`config.mk`:
```
export PLATFORM = sky130hd
export DESIGN_NAME = in_fifo_tx
export DESIGN_NICKNAME = d
export VERILOG_FILES = /design/src/rtl/in_fifo_tx.sv
export SDC_FILE = /design/constraint.sdc
export NUM_CORES = 1
export LEC_CHECK = 0
export ABC_AREA = 0
export CORE_MARGIN = 2
export CORE_UTILIZATION = 48
export DETAILED_ROUTE_END_ITERATION = 6
export HOLD_SLACK_MARGIN = 0.15
export MAX_ROUTING_LAYER = met4
export PLACE_DENSITY_LB_ADDON = 0.15
export REMOVE_ABC_BUFFERS = 1
export SLEW_MARGIN = 20
export SYNTH_ARGS = -nofsm -noshare
export SYNTH_HDL_FRONTEND = slang
export SYNTH_SLANG_ARGS = --single-unit
```
`constraint.sdc`:
```
create_clock -name clk_i -period 3.3 [get_ports clk_i]
set_input_delay 0.66 -clock clk_i [delete_from_list [all_inputs] [get_ports clk_i]]
set_output_delay 0.66 -clock clk_i [all_outputs]
set_load 0.02 [all_outputs]
```
`src/rtl/in_fifo_tx.sv`:
```
// USB full-speed IN FIFO: app bytes -> SIE IN packets, released only on host ACK (IN_ZLP_EN adds ZLP after full packets).
// Latency: write visible next clk_i; in_req_i at gate N gives in_valid_o/in_nak_o from the next clk_i cycle.
// Backpressure: app_in_ready_o drops when storage (incl. sent-but-unACKed bytes) is full; SIE paces via in_ready_i.
module in_fifo_tx #(
    parameter int IN_MAXPACKETSIZE = 8
) (
    input  logic       clk_i,
    input  logic       rst_i,
    input  logic       clk_gate_i,
    input  logic [7:0] app_in_data_i,
    input  logic       app_in_valid_i,
    output logic       app_in_ready_o,
    output logic       in_empty_o,
    output logic       in_full_o,
    input  logic       in_req_i,
    output logic [7:0] in_data_o,
    output logic       in_valid_o,
    input  logic       in_ready_i,
    input  logic       in_data_ack_i,
    output logic       in_nak_o
);
    localparam int IN_LENGTH = IN_MAXPACKETSIZE + 1;
    localparam int PW = $clog2(IN_LENGTH);
    localparam int CW = $clog2(IN_MAXPACKETSIZE + 1);
    localparam logic [PW-1:0] PTR_LAST = PW'(IN_LENGTH - 1);
    localparam logic [CW-1:0] CNT_MAX  = CW'(IN_MAXPACKETSIZE);

    typedef enum logic [1:0] {ST_IDLE, ST_SEND, ST_WAIT_ACK} state_t;

    function automatic logic [PW-1:0] ptr_inc(input logic [PW-1:0] p);
        return (p == PTR_LAST) ? '0 : p + 1'b1;
    endfunction

    state_t          state_q, state_d;
    logic [PW-1:0]   first_q, first_d;
    logic [PW-1:0]   rd_q, rd_d;
    logic [PW-1:0]   last_q, last_d;
    logic [PW-1:0]   end_q, end_d;
    logic [CW-1:0]   cnt_q, cnt_d;
    logic            nak_q, nak_d;
    logic [7:0]      mem_q [IN_LENGTH];
    logic [7:0]      mem_d [IN_LENGTH];
`ifdef IN_ZLP_EN
    logic            zlp_q, zlp_d;
`endif

    logic            full;
    logic            empty;
    logic            wr_en;
    logic            in_valid;
    logic            new_req;
    logic            zlp_pend;
    logic [PW-1:0]   base_ptr;

    assign full           = (ptr_inc(last_q) == first_q);
    assign empty          = (first_q == last_q);
    assign wr_en          = app_in_valid_i & ~full;
    assign app_in_ready_o = ~full;
    assign in_empty_o     = empty;
    assign in_full_o      = full;
    assign in_nak_o       = nak_q;

    // end_q snapshot keeps bytes written mid-packet out of the current packet
    assign in_valid   = (state_q == ST_SEND) && (rd_q != end_q) && (cnt_q < CNT_MAX);
    assign in_valid_o = in_valid;
    assign in_data_o  = in_valid ? mem_q[rd_q] : 8'h00;

    always_comb begin
        mem_d = mem_q;
        if (wr_en) begin
            mem_d[last_q] = app_in_data_i;
        end
        last_d = wr_en ? ptr_inc(last_q) : last_q;
    end

    always_comb begin
        state_d  = state_q;
        first_d  = first_q;
        rd_d     = rd_q;
        end_d    = end_q;
        cnt_d    = cnt_q;
        nak_d    = nak_q;
        base_ptr = first_q;
        new_req  = 1'b0;
        zlp_pend = 1'b0;
`ifdef IN_ZLP_EN
        zlp_d    = zlp_q;
`endif
        if (clk_gate_i) begin
            case (state_q)
                ST_IDLE: begin
                    new_req = in_req_i;
                end
                ST_SEND: begin
                    if (in_ready_i) begin
                        if (in_valid) begin
                            rd_d  = ptr_inc(rd_q);
                            cnt_d = cnt_q + 1'b1;
                        end else begin
                            state_d = ST_WAIT_ACK;
                        end
                    end
                end
                ST_WAIT_ACK: begin
                    if (in_data_ack_i) begin
                        // commit first so a simultaneous token sees the freed space
                        first_d  = rd_q;
                        base_ptr = rd_q;
                        state_d  = ST_IDLE;
                        new_req  = in_req_i;
`ifdef IN_ZLP_EN
                        zlp_d    = (cnt_q == CNT_MAX);
`endif
                    end else if (in_req_i) begin
                        rd_d    = first_q;
                        end_d   = last_q;
                        cnt_d   = '0;
                        state_d = ST_SEND;
`ifdef IN_ZLP_EN
                        if (!empty) begin
                            zlp_d = 1'b0;
                        end
`endif
                    end
                end
                default: begin
                    state_d = ST_IDLE;
                end
            endcase

`ifdef IN_ZLP_EN
            zlp_pend = zlp_d;
`endif
            if (new_req) begin
                if ((base_ptr != last_q) || zlp_pend) begin
                    nak_d   = 1'b0;
                    rd_d    = base_ptr;
                    end_d   = last_q;
                    cnt_d   = '0;
                    state_d = ST_SEND;
`ifdef IN_ZLP_EN
                    if (base_ptr != last_q) begin
                        zlp_d = 1'b0;
                    end
`endif
                end else begin
                    nak_d = 1'b1;
                end
            end
        end
    end

    always_ff @(posedge clk_i) begin
        if (rst_i) begin
            state_q <= ST_IDLE;
            first_q <= '0;
            rd_q    <= '0;
            last_q  <= '0;
            end_q   <= '0;
            cnt_q   <= '0;
            nak_q   <= 1'b0;
            for (int i = 0; i < IN_LENGTH; i++) begin
                mem_q[i] <= 8'h00;
            end
`ifdef IN_ZLP_EN
            zlp_q   <= 1'b0;
`endif
        end else begin
            state_q <= state_d;
            first_q <= first_d;
            rd_q    <= rd_d;
            last_q  <= last_d;
            end_q   <= end_d;
            cnt_q   <= cnt_d;
            nak_q   <= nak_d;
            for (int i = 0; i < IN_LENGTH; i++) begin
                mem_q[i] <= mem_d[i];
            end
`ifdef IN_ZLP_EN
            zlp_q   <= zlp_d;
`endif
        end
    end
endmodule

```
==> results of run 1 <==
## per-layer routing
| metal | track usage, % | up-vias | wire length [um] |
|---|---|---|---|
| li1 | - | 2027 | - |
| met1 | 29.6 | 1947 | 5760 |
| met2 | 38.9 | 94 | 6340 |
| met3 | 3.44 | 22 | 565 |
| met4 | 10.6 | 0 | 298 |
| met5 | - | - | 0 |
## layout make-up
cell class | count | area [sq um]
clock buffer | 12 | 135
inverter | 17 | 66.3
multi-input combinational | 404 | 3130
clock inverter | 4 | 53.8
fill | 967 | 4930
tap | 140 | 175
timing repair buffer | 53 | 484
sequential | 95 | 1910
## synthesized netlist by cell type, types with 3 or more instances
master,instances
o311ai_4,8
dlygate4sd1_1,4
nand3_1,11
a21oi_1,33
a21o_1,4
clkbuf_1,15
a32oi_1,3
o21ai_1,4
xor2_1,5
buf_2,4
nand2b_1,18
buf_6,5
a211oi_1,4
nor3_1,4
mux4_2,16
mux2i_1,81
dfxtp_1,95
ha_1,11
dlygate4sd3_1,3
and3_1,3
clkbuf_2,8
and2_1,7
nand2_1,32
a221oi_1,5
or3_1,3
nor2_1,94
inv_1,15
o21ai_0,10
xnor2_1,6
nor4_1,3
nor2b_1,4
## state kept, by name (all words and copies together), names as in the netlist
register	cells
state_q	2
mem_q	72
in_nak_o	1
cnt_q	4
end_q	4
last_q	4
first_q	4
rd_q	4
## critical path, cell delays in order (launching register included)
cell             delay [ns]
dfxtp_2                0.38
inv_1                  0.09
ha_1                   0.21
and3b_1                0.20
o21ai_1                0.12
or3b_4                 0.39
or3_1                  0.36
inv_1                  0.07
clkdlybuf4s15_1        0.29
## stage by stage
step	cell area [sq um]	cells
global route	5950	725
floorplan	5070	516
CTS	5940	725
global placement	5750	709
detailed placement	5750	709
finish	5950	725
## worst max-delay path by stage
stage,to,slack [ns]
3_3_place_gp,in_full_o,0.23
4_1_cts,in_data_o[5],0.02
3_5_place_dp,in_full_o,0.18
2_1_floorplan,in_full_o,-0.30
5_1_grt,in_full_o,0.02
6_report,in_full_o,0.17
## where the power goes
part / switching [mW] / total (mW) / internal, mW
logic: 0.217 / 0.370 / 0.153
registers: 0.0146 / 1.18 / 1.17
clock network: 0.421 / 0.775 / 0.354
total: 0.652 / 2.33 / 1.68
## kinds of logic after synthesis
family	Yosys count	share of synthesized area (%)
XOR/XNOR	11	1.80
flip-flops	95	35.4
buffers and inverters	61	6.67
AO/OA/AOI/OAI	95	14.9
adder cells (fa/ha/maj)	11	2.57
AND/OR/NAND/NOR	187	15.9
multiplexers	100	22.7
## repair_timing
item / in CTS / in global routing
resized for setup: 3 / 6
endpoints found under the setup margin: 10 / 8
buffers inserted: 0 / 0
pin swaps: 0 / 0
==> metrics.md, run 1 <==
| Metric | Value |
|---|---|
| RR Endpoint | mem_q[60]$_SDFFE_PP0P_ |
| PortBufs | 27 |
| Rows | 38 |
| Antenna violations before repair | 0 |
| Top_reg_cell synth | dfxtp_1 |
| Yosys top cell area share | between 30% and 40% |
| RSZ-0062 raised after global routing | no |
| CTS Buffer Depth | 2 |
| Fin crit period | 3.13 ns |
| Worst min-delay path startpoint | in_nak_o$_SDFFE_PP0P_ |
| Worst setup margin | roughly 0.17 ns |
| Power after layout | ~2.3 mW |
| PwrDens | ~400 mW/mm^2 |
| Hold endpoint | in_nak_o$_SDFFE_PP0P_ |
| Layout area overhead | 11.0% |
| Hold depth | 2 |
| CTS Sinks | between 90 and 100 |
| First drt pass iteration count | 5 |
| Initial core utilization | ~49% |
| 1st-iter DRT viols | between 200 and 250 |
| CTS tree | done |
| Gate Count Post-Synth | between 500 and 600 |
| Worst slew margin | around 46% |
| Die area | 0.0120 sq mm |
| Die Y | approximately 110 um |
| Post-place setup slack | around 0.18 ns |
| Leak | roughly 2.6 nW |
| Hold Worst Slack | 0.456 ns |
| CP endpoint kind | output port |
| I/O pin count | 28 |
| CTS Buf Count | 9 |
| Nets | approximately 610 |
| Async SR Flop Fraction | 0% |
| Crit-path max FO | 6 |
| Critical Path AT | between 2 and 2.5 ns |
| H-tree Lvls | 3 |
| Critical Path Start Type | flip-flop |
| Hold Crit Class | reg -> reg |
| Root Driver | clkbuf_8 |
| Clk slew on worst S/H paths | around 0.09 ns |
| Setup CP Type | reg -> out |
| Vias per cell | about 5.6 |
| R2r worst-path depth | 9 |
| Share of cells above drive strength 1 | a little over an eighth |
| Cell area after synthesis | ~0.0054 sq mm |
| Max-slew violations | 0 |
| Yosys warns | 0 |
| Synth top area cells | dfxtp_1 35%, mux2i_1 15%, mux4_2 6.7% |
| DR WL/cell | 17.9 um |
| Grt total ovfl | 0 |
| Count of different cell masters after synthesis | between 60 and 70 |
| Req. time, crit path | roughly 2.6 ns |
| Vias in the first global route | approximately 4,000 |
| Synth Register Bits | 95 |
| R2r startpoint | last_q[0]$_SDFFE_PP0P_ |
| First-pass GRT wire length | between 20 and 25 mm |
| Reg2reg setup slack | roughly 0.56 ns |
| Worst Setup SP | last_q[0]$_SDFFE_PP0P_ |
| Setup violators final | 0 |
| Most frequent cells in the layout | 94 x nor2_1, 92 x dfxtp_1, 81 x mux2i_1, 33 x a21oi_1, 31 x nand2_1 |
| Status | complete, no violations |
| Worst clock skew | about 0.0083 ns |
| Core footprint | ~0.011 sq mm |
| Overall routing resource usage | 23.9% |
| Clk_lat worst skew | between 0.3 and 0.4 ns |
| Final worst path period share | between 90% and 100% |
| Hold Buf Count CTS | 0 |
| Chip Width | between 100 and 150 um |
| Achievable Freq | between 300 and 400 MHz |
| Maximum VDD drop | 0.000271 V |
| Worst slew pin tran | just over 0.8 ns |
| # diodes | 0 |
| Seq/Total Area, Yosys | between 30% and 40% |
| Half-perimeter wire length after detailed placement | roughly 8.9 mm |
| Final Hold Violating Endpoints | 0 |
| Post-route DRC | 0 |
| Max cap viols | 0 |
| Routability cong. | 0.923 |
| Post-synth EDFFs | 0 |
| Setup_tns | 0 ns |
| Commonest non-fill, non-tap cell in the layout | nor2_1 |
| Largest net degree at the start of global routing | 42 |
| Synth Area per Inst | 9.58 sq um |
| Final Util | between 50% and 60% |
| Area leader, netlist | dfxtp_1 |
| Post-Route WL | 13.0 mm |
| Vias | slightly above 4,000 |
| Number of nets with antenna violations after routing | 0 |
(Power assumes the default switching activity.)
==> inputs of run 2 (changes only) <==
- CORE_MARGIN: 2 -> 4
==> metrics.md, run 2 (synthesis gave the netlist of run 1 again) <==
| Metric | Value |
|---|---|
| First drt pass iteration count | 5 |
| Top Family by Delay on Critical Path | simple AND/OR/NAND/NOR gates |
| Max-slew violations | 0 |
| Clk_lat worst skew | 0.37 ns |
| Rows | 38 |
| Clk slew on worst S/H paths | approximately 0.090 ns |
| Max cap viols | 0 |
| Grt total ovfl | 0 |
| PortBufs | 27 |
| Final Util | 54.2% |
| Fillers | slightly below 1,000 |
| Post-Route WL | approximately 13 mm |
| Post-route design area | slightly below 0.006 sq mm |
| CP cell instances | inv_1, ha_1, xor2_1, or3b_4, or3_1, inv_1, dlygate4sd2_1 |
| Half-perimeter wire length after detailed placement | a little under 9 mm |
| Buffer count from post-CTS setup fixing | 0 |
| Slowest cell delay on critical path | 0.41 ns |
| Cells after DPL | between 700 and 800 |
| Final Hold Violating Endpoints | 0 |
| Vias | 4,184 |
| Layout area overhead | 10.1% |
| H-tree Lvls | 3 |
| Most frequent cells in the layout | 95 x dfxtp_1, 94 x nor2_1, 81 x mux2i_1, 33 x a21oi_1, 31 x nand2_1 |
| Biggest register | mem_q |
| CTS Buffer Depth | 2 |
| Status | complete, no violations |
| Critical Path AT | ~2.5 ns |
| Hold Crit Class | reg -> reg |
| Maximum VDD drop | between 0.0002 and 0.0003 V |
| Crit-path max FO | 4 |
| Root Driver | clkbuf_8 |
| Req. time, crit path | roughly 2.6 ns |
| Largest net degree at the start of global routing | 36 |
| Nets | approximately 600 |
| Overall routing resource usage | between 20 and 25% |
| CTS tree | done |
| RSZ-0062 raised after global routing | no |
| First-pass GRT wire length | 21.1 mm |
| Largest register FFs | 72 |
| Number of nets with antenna violations after routing | 0 |
| Area post-placement | around 0.0057 sq mm |
| Leak | around 2.6 nW |
| 1st-iter DRT viols | between 200 and 300 |
| Die Y | approximately 110 um |
| CP most frequent cell | inv_1 |
| Setup_tns | 0 ns |
| Critical Path Start Type | flip-flop |
| Setup CP Type | reg -> out |
| Post-route DRC | 0 |
| Vias per cell | roughly 5.8 |
| Multi-input gate area | ~0.0031 sq mm |
| Hold Buf Count CTS | 0 |
| Die area | roughly 0.013 sq mm |
| Commonest non-fill, non-tap cell in the layout | dfxtp_1 |
| Final worst path period share | between 90% and 100% |
| Power after layout | 2.24 mW |
| Hold Worst Slack | about 0.47 ns |
| Vias in the first global route | a little over 4,000 |
| # diodes | 0 |
| Post-place setup slack | 0.301 ns |
| Worst path bufs/invs | 3 |
| Chip Width | 114 um |
| CTS Sinks | 95 |
| Worst setup margin | between 0.15 and 0.2 ns |
| Fin crit period | ~3.1 ns |
| Routability cong. | ~0.91 |
| CTS Buf Count | 9 |
| CP max-delay cell | or3b_4 |
| Antenna violations before repair | 0 |
| Reg area | between 0.0015 and 0.002 sq mm |
| Share of cells above drive strength 1 | 13.5% |
| Worst clock skew | roughly 0.015 ns |
| Worst slew pin tran | about 0.83 ns |
| Worst slew margin | between 40 and 50% |
| Fin cells | just over 700 |
| DR WL/cell | approximately 18 um |
| PwrDens | approximately 380 mW/mm^2 |
| I/O pin count | 28 |
| Initial core utilization | between 40% and 50% |
| Core footprint | between 0.01 and 0.015 sq mm |
| Setup violators final | 0 |
| CP endpoint kind | output port |
| Achievable Freq | between 300 and 400 MHz |
[run 2: cell count changes in the layout (fill, tap and decap cells not counted)]
cell,delta
nor4_1,+1
nor4_2,-1
dfxtp_2,-3
clkdlybuf4s15_1,-1
clkinv_2,+2
bufinv_16,-1
nand2_4,-1
clkbuf_1,-2
buf_12,-2
dlymetal6s2s_1,+1
nand2_2,+1
buf_4,+4
dfxtp_1,+3
[run 2: repair_timing]
item                                    in CTS  in global routing
endpoints found under the setup margin       3                  1
gates resized for setup                      2                  1
gates cloned                                 0                  0
[run 2: worst register-to-register path: stages, from the launching register on]
cell,delay [ns]
dfxtp_1,0.34
buf_4,0.19
ha_1,0.26
a21bo_1,0.26
mux2i_4,0.16
xnor2_2,0.08
buf_4,0.22
o311ai_4,0.75
mux2i_1,0.27
nor2_1,0.05
[run 2: layout make-up]
cell class / count / area share, %
Multi-Input combinational cell: 404 / 52.9
Sequential cell: 95 / 32.2
Timing Repair Buffer: 55 / 8.07
Tap cell: 140 / 2.97
Clock buffer: 10 / 2.16
Inverter: 17 / 1.12
Clock inverter: 5 / 0.572
[run 2: worst paths after layout]
kind | from | to | slack [ns] | depth (start not counted)
worst max-delay path | last_q[0]$_SDFFE_PP0P_ | in_full_o | 0.19 | 7
worst min-delay path | in_nak_o$_SDFFE_PP0P_ | in_nak_o$_SDFFE_PP0P_ | 0.47 | 2
worst max register to register | last_q[0]$_SDFFE_PP0P_ | mem_q[14]$_SDFFE_PP0P_ | 0.60 | 9
worst min register to register | in_nak_o$_SDFFE_PP0P_ | in_nak_o$_SDFFE_PP0P_ | 0.47 | 2
[run 2: layer usage]
layer | vias to the layer above | global-route usage [%] | routed length, um
met4 | 0 | 7.29 | 232
li1 | 2017 | - | -
met3 | 20 | 4.08 | 625
met2 | 115 | 35.3 | 6340
met5 | - | - | 0
met1 | 2032 | 26.4 | 5850
[run 2: power breakdown]
| group | switching (mW) | total (mW) | internal (mW) |
|---|---|---|---|
| combinational | 0.215 | 0.370 | 0.154 |
| sequential | 0.0162 | 1.19 | 1.17 |
| clock | 0.414 | 0.685 | 0.270 |
==> inputs of run 3 (changes only) <==
- CTS_BUF_LIST: default -> sky130_fd_sc_hd__clkbuf_2 sky130_fd_sc_hd__clkbuf_4 sky130_fd_sc_hd__clkbuf_8
==> metrics.md, run 3 (synthesis gave the netlist of run 1 again) <==
| Metric | Value |
|---|---|
| Worst slew pin tran | 0.828 ns |
| I/O pin count | 28 |
| Fin cells | approximately 730 |
| Largest net degree at the start of global routing | 36 |
| Routability cong. | 0.907 |
| PortBufs | 27 |
| Status | complete, no violations |
| CTS Sinks | 95 |
| Cells after DPL | approximately 700 |
| Die area | around 0.013 sq mm |
| Final worst path period share | between 90% and 100% |
| Gr busiest metal | met2 |
| Clk_lat worst skew | 0.37 ns |
| Root Driver | clkbuf_8 |
| CP endpoint kind | output port |
| Worst clock skew | ~0.014 ns |
| Vias in the first global route | slightly above 4,000 |
| Half-perimeter wire length after detailed placement | roughly 8.8 mm |
| Die Y | around 110 um |
| Leak | between 2 and 3 nW |
| Slowest cell delay on critical path | approximately 0.4 ns |
| H-tree Lvls | 3 |
| Hold Worst Slack | ~0.47 ns |
| Most frequent cells in the layout | 95 x dfxtp_1, 94 x nor2_1, 81 x mux2i_1, 33 x a21oi_1, 31 x nand2_1 |
| Power after layout | 2.25 mW |
| Multi-input gate area | ~0.0031 sq mm |
| Critical Path AT | between 2 and 2.5 ns |
| # diodes | 0 |
| Vias per cell | 5.77 |
| Hold Crit Class | reg -> reg |
| PwrDens | about 380 mW/mm^2 |
| Max cap viols | 0 |
| Biggest register | mem_q |
| Post-Route WL | roughly 13 mm |
| Overall routing resource usage | a little over a fifth |
| Antenna violations before repair | 0 |
| Setup CP Type | reg -> out |
| Clk slew on worst S/H paths | about 0.090 ns |
| Critical Path Start Type | flip-flop |
| Final Hold Violating Endpoints | 0 |
| Achievable Freq | ~320 MHz |
| Buffer count from post-CTS setup fixing | 0 |
| Vias | about 4,200 |
| First-pass GRT wire length | roughly 21 mm |
| First drt pass iteration count | 5 |
| Number of nets with antenna violations after routing | 0 |
| Initial core utilization | 49.3% |
| Layout area overhead | 10.1% |
| DR WL/cell | ~18 um |
| CTS Buffer Depth | 2 |
| Core footprint | 0.0109 sq mm |
| Reg area | about 0.0019 sq mm |
| Chip Width | approximately 110 um |
| Nets | 608 |
| Fin crit period | 3.12 ns |
| Largest register FFs | between 70 and 80 |
| Grt total ovfl | 0 |
| CTS tree | done |
| Maximum VDD drop | around 0.00029 V |
| Met1 GRT Util | approximately a quarter |
| Met2 GRT Util | 35.3% |
| RSZ-0062 raised after global routing | no |
| 1st-iter DRT viols | ~270 |
| Req. time, crit path | about 2.6 ns |
| Rows | 38 |
| Setup violators final | 0 |
| Grt met3 use | under 10% |
| Post-CTS Resized | 2 |
| CP cell instances | inv_1, ha_1, xor2_1, or3b_4, or3_1, inv_1, dlygate4sd2_1 |
| Max-slew violations | 0 |
| Commonest non-fill, non-tap cell in the layout | dfxtp_1 |
| CP most frequent cell | inv_1 |
| Crit-path max FO | 4 |
| Worst slew margin | 44.7% |
| Post-route DRC | 0 |
| Fillers | about 970 |
| CP max-delay cell | or3b_4 |
| Share of cells above drive strength 1 | 13.7% |
| CTS Buf Count | 9 |
| Hold Buf Count CTS | 0 |
[run 3: cell counts in the layout (fill, tap and decap cells not counted)]
No cell type changed its count.
[run 3: worst max-delay path, delay by kind of cell (launching register included)]
kind	cells	cell delay, ns
xor+xnor	1	0.17
fa+ha+maj	1	0.32
buf+inv	3	0.47
flops	1	0.34
simple gates	2	0.78
[run 3: path summary, 6_finish.rpt]
path | startpoint | to | slack (ns) | depth (start not counted)
worst min-delay path | in_nak_o$_SDFFE_PP0P_ | in_nak_o$_SDFFE_PP0P_ | 0.47 | 2
worst max-delay path | last_q[0]$_SDFFE_PP0P_ | in_full_o | 0.18 | 7
worst min register to register | in_nak_o$_SDFFE_PP0P_ | in_nak_o$_SDFFE_PP0P_ | 0.47 | 2
worst max register to register | last_q[0]$_SDFFE_PP0P_ | mem_q[15]$_SDFFE_PP0P_ | 0.60 | 9
[run 3: final cells by class]
type,instances,area share [%]
multi-input combinational,404,52.9
tap,140,2.96
clock buffer,10,2.22
timing repair buffer,55,8.07
clock inverter,5,0.572
sequential,95,32.2
inverter,17,1.12
[run 3: metrics by stage]
| stage | TNS (ns) | worst slack, ns | cell area (sq um) | utilization, % |
|---|---|---|---|---|
| final | 0 | 0.185 | 5910 | 54.3 |
| after global routing | 0 | 0.000460 | 5910 | 54.3 |
| after CTS | 0 | 0.00590 | 5910 | 54.2 |
| after detailed placement | 0 | 0.301 | 5740 | 52.7 |
| after global placement | 0 | 0.349 | 5740 | 52.7 |
| after floorplan | -0.436 | -0.302 | 5070 | - |
[run 3: per-layer routing]
metal | part of all wire [%] | vias up
met5 | 0 | -
met4 | 1.7 | 0
met3 | 4.6 | 18
met2 | 48 | 115
met1 | 45 | 2040
li1 | - | 2018
[run 3: power breakdown]
part	leakage, nW	switching [mW]	total, mW	internal [mW]
Sequential	0.767	0.0163	1.19	1.17
Clock	0.0820	0.418	0.696	0.279
Combinational	1.75	0.215	0.369	0.154
